[config.mk]
export PLATFORM = sky130hd
export DESIGN_NAME = preamble_peak_detect
export DESIGN_NICKNAME = d
export VERILOG_FILES = /design/src/rtl/preamble_detect_pkg.sv /design/src/rtl/ratio_compare.sv /design/src/rtl/preamble_peak_detect.sv
export SDC_FILE = /design/constraint.sdc
export NUM_CORES = 2
export LEC_CHECK = 0
export BUFFER_PORTS_ARGS = -buffer_cell sky130_fd_sc_hd__buf_2
export CAP_MARGIN = 10
export CORE_ASPECT_RATIO = 1.5
export CORE_MARGIN = 2
export CORE_UTILIZATION = 50
export DETAILED_ROUTE_END_ITERATION = 8
export PLACE_DENSITY = 0.68
export SLEW_MARGIN = 20
export SYNTH_ARGS = -nofsm -noshare
export SYNTH_HDL_FRONTEND = slang
export SYNTH_SLANG_ARGS = --single-unit
[constraint.sdc]
create_clock -name clk -period 8.13 [get_ports clk]
set_input_delay 0.4065 -clock clk [delete_from_list [all_inputs] [get_ports clk]]
set_output_delay 0.4065 -clock clk [all_outputs]
set_load 0.01 [all_outputs]
[src/rtl/preamble_detect_pkg.sv]
// Shared types and helpers for the preamble detector stages.
package preamble_detect_pkg;

  typedef enum logic [1:0] {
    IDLE,
    RUN,
    HOLDOFF
  } state_t;

  // Increment v, saturating at the all-ones value of a w-bit field (w <= 32).
  function automatic logic [31:0] sat_inc(input logic [31:0] v, input int unsigned w);
    logic [31:0] lim;
    lim = (w >= 32) ? '1 : ((32'd1 << w) - 32'd1);
    return (v >= lim) ? lim : v + 32'd1;
  endfunction

endpackage

[src/rtl/ratio_compare.sv]
// Two-stage ratio threshold: registers num<<FRAC_BITS and den*thresh, then registers (num_scaled >= den_scaled).
module ratio_compare #(
  parameter int unsigned MAG_WIDTH    = 28,
  parameter int unsigned THRESH_WIDTH = 16,
  parameter int unsigned FRAC_BITS    = 15,
  parameter int unsigned TAG_WIDTH    = 32
) (
  input  logic                    clk,
  input  logic                    flush,
  input  logic                    in_valid,
  input  logic [THRESH_WIDTH-1:0] thresh,
  input  logic [MAG_WIDTH-1:0]    num,
  input  logic [MAG_WIDTH-1:0]    den,
  input  logic [TAG_WIDTH-1:0]    tag,
  output logic                    out_valid,
  output logic                    above,
  output logic [TAG_WIDTH-1:0]    out_tag,
  output logic [MAG_WIDTH-1:0]    out_num
);

  localparam int unsigned AW = MAG_WIDTH + FRAC_BITS;
  localparam int unsigned PW = MAG_WIDTH + THRESH_WIDTH;
  localparam int unsigned CW = (AW > PW) ? AW : PW;

  logic [CW-1:0]        a1, p1;
  logic                 v1;
  logic [TAG_WIDTH-1:0] tag1;
  logic [MAG_WIDTH-1:0] num1;

  always_ff @(posedge clk) begin
    if (flush) begin
      v1        <= 1'b0;
      a1        <= '0;
      p1        <= '0;
      tag1      <= '0;
      num1      <= '0;
      out_valid <= 1'b0;
      above     <= 1'b0;
      out_tag   <= '0;
      out_num   <= '0;
    end else begin
      v1 <= in_valid;
      if (in_valid) begin
        a1   <= CW'(num) << FRAC_BITS;
        p1   <= CW'(den) * CW'(thresh);
        tag1 <= tag;
        num1 <= num;
      end
      out_valid <= v1;
      if (v1) begin
        above   <= (a1 >= p1);
        out_tag <= tag1;
        out_num <= num1;
      end
    end
  end

endmodule

[src/rtl/preamble_peak_detect.sv]
// Plateau/peak detector: qualifies runs of above-threshold samples and reports the
// autocorrelation maximum of each run as a buffered valid/ready event.
module preamble_peak_detect
  import preamble_detect_pkg::*;
#(
  parameter int unsigned PMAG_WIDTH   = 28,
  parameter int unsigned THRESH_WIDTH = 16,
  parameter int unsigned FRAC_BITS    = 15,
  parameter int unsigned LEN_WIDTH    = 16,
  parameter int unsigned CNT_WIDTH    = 32
) (
  input  logic                    clk,
  input  logic                    reset,
  input  logic                    clear,
  input  logic                    enable,
  input  logic [THRESH_WIDTH-1:0] thresh,
  input  logic [LEN_WIDTH-1:0]    min_len,
  input  logic [LEN_WIDTH-1:0]    max_win,
  input  logic [LEN_WIDTH-1:0]    holdoff,
  input  logic                    in_tvalid,
  output logic                    in_tready,
  input  logic [PMAG_WIDTH-1:0]   acorr_mag_tdata,
  input  logic [PMAG_WIDTH-1:0]   pow_mag_tdata,
  output logic                    peak_tvalid,
  input  logic                    peak_tready,
  output logic [CNT_WIDTH-1:0]    peak_idx,
  output logic [PMAG_WIDTH-1:0]   peak_mag,
  output logic [LEN_WIDTH-1:0]    peak_len,
  output logic                    overflow,
  output logic                    busy
);

  logic                  rst, accept;
  logic [CNT_WIDTH-1:0]  idx;
  logic                  s2_valid, s2_above;
  logic [CNT_WIDTH-1:0]  s2_idx;
  logic [PMAG_WIDTH-1:0] s2_mag;

  state_t                state;
  logic [LEN_WIDTH-1:0]  run, hold_cnt;
  logic [PMAG_WIDTH-1:0] max_mag;
  logic [CNT_WIDTH-1:0]  max_idx;

  logic [LEN_WIDTH-1:0]  min_eff, run_inc, rep_len;
  logic [LEN_WIDTH:0]    hold_next;
  logic                  cand_new, rep;
  logic [PMAG_WIDTH-1:0] cand_mag, rep_mag;
  logic [CNT_WIDTH-1:0]  cand_idx, rep_idx;

  assign rst       = reset | clear;
  assign in_tready = ~rst;
  assign accept    = in_tvalid & in_tready;
  assign busy      = (state != IDLE);

  always_ff @(posedge clk) begin
    if (rst) idx <= '0;
    else if (accept) idx <= idx + CNT_WIDTH'(1);
  end

  ratio_compare #(
    .MAG_WIDTH    (PMAG_WIDTH),
    .THRESH_WIDTH (THRESH_WIDTH),
    .FRAC_BITS    (FRAC_BITS),
    .TAG_WIDTH    (CNT_WIDTH)
  ) u_ratio (
    .clk       (clk),
    .flush     (rst),
    .in_valid  (accept),
    .thresh    (thresh),
    .num       (acorr_mag_tdata),
    .den       (pow_mag_tdata),
    .tag       (idx),
    .out_valid (s2_valid),
    .above     (s2_above),
    .out_tag   (s2_idx),
    .out_num   (s2_mag)
  );

  // Report decision is shared by the state update and the event buffer below.
  always_comb begin
    min_eff   = (min_len == '0) ? LEN_WIDTH'(1) : min_len;
    run_inc   = LEN_WIDTH'(sat_inc(32'(run), LEN_WIDTH));
    hold_next = {1'b0, hold_cnt} + (LEN_WIDTH+1)'(1);
    cand_new  = (s2_mag > max_mag);
    cand_mag  = cand_new ? s2_mag : max_mag;
    cand_idx  = cand_new ? s2_idx : max_idx;
    rep       = 1'b0;
    rep_idx   = max_idx;
    rep_mag   = max_mag;
    rep_len   = run;
    if (s2_valid && enable) begin
      case (state)
        IDLE: begin
          if (s2_above && min_len <= LEN_WIDTH'(1) && max_win == LEN_WIDTH'(1)) begin
            rep     = 1'b1;
            rep_idx = s2_idx;
            rep_mag = s2_mag;
            rep_len = LEN_WIDTH'(1);
          end
        end
        RUN: begin
          if (s2_above) begin
            if (max_win != '0 && run_inc == max_win) begin
              rep     = 1'b1;
              rep_idx = cand_idx;
              rep_mag = cand_mag;
              rep_len = run_inc;
            end
          end else if (run >= min_eff) begin
            rep = 1'b1;
          end
        end
        default: ;
      endcase
    end
  end

  always_ff @(posedge clk) begin
    if (rst) begin
      state       <= IDLE;
      run         <= '0;
      hold_cnt    <= '0;
      max_mag     <= '0;
      max_idx     <= '0;
      peak_tvalid <= 1'b0;
      peak_idx    <= '0;
      peak_mag    <= '0;
      peak_len    <= '0;
      overflow    <= 1'b0;
    end else begin
      if (!enable) begin
        state <= IDLE;
      end else if (s2_valid) begin
        case (state)
          IDLE: begin
            if (s2_above) begin
              run      <= LEN_WIDTH'(1);
              max_mag  <= s2_mag;
              max_idx  <= s2_idx;
              hold_cnt <= '0;
              state    <= rep ? HOLDOFF : RUN;
            end
          end
          RUN: begin
            hold_cnt <= '0;
            if (s2_above) begin
              run     <= run_inc;
              max_mag <= cand_mag;
              max_idx <= cand_idx;
              if (rep) state <= HOLDOFF;
            end else begin
              state <= rep ? HOLDOFF : IDLE;
            end
          end
          HOLDOFF: begin
            if (hold_next >= {1'b0, holdoff}) state <= IDLE;
            else hold_cnt <= hold_next[LEN_WIDTH-1:0];
          end
          default: state <= IDLE;
        endcase
      end

      // A pending, unaccepted event is kept; the new one is dropped and flagged.
      if (rep) begin
        if (peak_tvalid && !peak_tready) begin
          overflow <= 1'b1;
        end else begin
          peak_tvalid <= 1'b1;
          peak_idx    <= rep_idx;
          peak_mag    <= rep_mag;
          peak_len    <= rep_len;
        end
      end else if (peak_tvalid && peak_tready) begin
        peak_tvalid <= 1'b0;
      end
    end
  end

endmodule

==> impl_metrics.tcl <==
set metrics [dict create \
    ctsLongestPathBuffers 3 \
    cts_resized 0 \
    clock-root-buffer "clkbuf_16" \
    pwr-share-comb_pct 73.7 \
    p_sw_mw 6.657 \
    dr.pass1.iters 7 \
    ant_nets 0 \
    max_freq_mhz 150.6 \
    async_flop_share_pct 0 \
    ctsHoldBuffers 0 \
    required_ns 8.56 \
    worst_setup_path_end_kind "flip-flop" \
    final_hold_viol_count 0 \
    yosys.area.top_type "dfxtp_1" \
    pwr-share-clk_pct 12.4 \
    cp-start-kind "input port" \
    die_w_um 210.8 \
    core_mm2 0.06334 \
    arrival_ns 7.07 \
    clkLatencyLatePin_ns 0.56 \
    tns_ns 0 \
    routabilityCongestion 0.9162 \
    synth_edf_count 0 \
    grt_usage_pct 25.26 \
    fp.dieH_um 314.2 \
    grtUsageMet3_pct 2.933 \
    grtUsageMet2_pct 45.99 \
    hold_path_class "in -> reg" \
    switching_share_pct 48.79 \
    cts_tree "built" \
    routed_wl_um 81960 \
    vias_per_cell 5.559 \
    grt_max_degree 67 \
    gr-usage-met1_pct 31.09 \
    cts_buffers 34 \
    p_per_area_mw_per_mm2 393.6 \
    status "finished, final reports clean" \
    grt_pass1_vias 25909 \
    yosys.area.top_type_share_pct 23.16 \
    area_delta_synth_final_pct 8.095 \
    yosys-top-cells-count "495 x inv_1, 493 x nand2_1, 371 x dfxtp_1, 362 x fa_1, 263 x nor2_1" \
    critical_path_class "in -> reg" \
    nFillCells 5960 \
    timing.slew.headroom_pct 32.18 \
    synth.most_common_cell "inv_1" \
    placed_cell_area_mm2 0.03348 \
    skew_ns 0.04430 \
    grt_overflow 0 \
    drt_iter0_markers 1356 \
    synth_warnings 0 \
    h-tree-depth 2 \
    nNetsFinal 4416 \
    cts.reportedPaths.clkPinSlew_ns 0.07 \
    design_area_mm2 0.03467 \
    ios 206 \
    tightest_slew_ns 1.009 \
    drive_gt1_share_pct 9.824 \
    total_power_mw 13.64 \
    final_max_slew_viol_count 0 \
    netlist_area_mm2 0.03207 \
    vias 25299 \
    rsz0062_at_grt "false" \
    dp_hpwl_um 62410 \
    synth_area_leaders "dfxtp_1 23%, fa_1 23%, ha_1 8.1%" \
    row_count 113 \
    wl_per_cell_um 18.01 \
    yosysSeqAreaShare_pct 23.16 \
    yosys.cell_types.count 84 \
    synthFlopType "dfxtp_1" \
    leakagePower_nw 15.59 \
    seq_power_share_pct 13.9 \
    syn_area_per_cell_um2 8.746 \
    synthCells 3667 \
    antenna_cells 0 \
    post-route-period-util_pct 81.68 \
    max-cap-violations 0 \
    drc 0 \
    grt_pass1_wl_um 135500 \
    setup_viol 0 \
    internal_power_mw 6.988 \
    antenna_found_initial 3 \
    busiest_layer "met2" \
    start_util_pct 50.64 \
    worst-path-max-fanout 28 \
    dieArea_mm2 0.06623 \
    cts_sinks 371 \
    ir_drop_mv 0.4561 \
    synth-seq-cells 371 \
    post-cts-setup-buffer-count 0 \
    synth_fp_nets 4362 \
    numPortBuffers 205 \
    min_period_ns 6.640 \
]
area by class of cell:
type | count | area, um2 | area share (%)
Multi-Input combinational cell | 2590 | 21980 | 63.41
Sequential cell | 371 | 7431 | 21.43
Inverter | 496 | 1862 | 5.370
Timing Repair Buffer | 228 | 1205 | 3.475
Tap cell | 805 | 1007 | 2.905
Clock buffer | 44 | 948.4 | 2.736
Clock inverter | 17 | 234.0 | 0.6749
power groups by stage:
stage               Clock (mW)  Sequential [mW]  Combinational [mW]
global route              1.78             1.90                11.5
floorplan                    0             1.93                7.73
global placement             0             1.94                9.92
CTS                       1.73             1.90                10.1
finish                    1.69             1.90                10.1
detailed placement           0             1.94                9.95
state kept, by name, indices dropped and copies added (netlist names), 2 cells and up:
name / count
peak_len: 16
u_ratio.tag1: 32
u_ratio.num1: 28
idx: 32
peak_idx: 32
max_mag: 28
run: 16
state: 2
u_ratio.p1: 44
u_ratio.out_tag: 32
hold_cnt: 16
peak_mag: 28
max_idx: 32
u_ratio.out_num: 28
worst max-delay path, cell delays in order:
cell	delay, ns
buf_2	0.50
nand2_1	0.16
fa_1	0.54
inv_1	0.05
fa_1	0.49
fa_1	0.53
fa_1	0.52
fa_1	0.60
inv_1	0.08
fa_1	0.53
inv_1	0.04
ha_1	0.35
a21o_1	0.20
a21o_1	0.17
a21oi_1	0.21
o22ai_1	0.15
a21oi_1	0.31
o21ai_0	0.24
a221oi_1	0.55
o21ai_0	0.15
a211o_1	0.27
through the flow:
stage                     utilization, %  instances  hold slack, ns  worst slack, ns
final                              54.73       4551          0.1013            1.490
after global routing               54.73       4551          0.1060            1.049
after CTS                          54.73       4551         0.08255            1.493
after detailed placement           52.86       4490          0.4402           0.9405
after global placement             52.86       4490          0.4332            1.031
after floorplan                        -       3667          0.4319            1.688
final timing paths:
kind	cells past startpoint	slack [ns]	end	startpoint
setup / recovery	21	1.49	u_ratio.p1[42]$_SDFFE_PN0P_	thresh[11]
hold / removal	3	0.10	u_ratio.num1[27]$_SDFFE_PN0P_	acorr_mag_tdata[27]
hold reg to reg	1	0.46	peak_len[2]$_SDFFE_PN0P_	peak_len[2]$_SDFFE_PN0P_
setup reg to reg	11	3.23	peak_mag[25]$_SDFFE_PN0P_	run[0]$_SDFFE_PN0P_
logic make-up after synthesis:
kind of cell	synth area share, %
simple gates	17.93
buf+inv	8.473
fa+ha+maj	30.67
compound gates	12.59
flops	23.16
mux	4.950
xor+xnor	2.228
cells in the final DEF, fill, tap and decap left out, types with 75 or more instances in the layout:
cell type	Yosys	final
a21oi_1	174	172
and2_1	193	193
buf_2	21	204
dfxtp_1	371	370
fa_1	362	362
ha_1	207	207
inv_1	495	494
mux2i_1	153	153
nand2_1	493	492
nand3_1	75	75
nor2_1	263	262
o21ai_0	76	76
metal layers:
| metal | wire [um] | vias up |
|---|---|---|
| met5 | 34 | - |
| met4 | 2550 | 6 |
| met3 | 4555 | 147 |
| met2 | 42200 | 725 |
| met1 | 32620 | 12378 |
| li1 | - | 12043 |
Note: power is estimated with default switching activity, not from simulation.
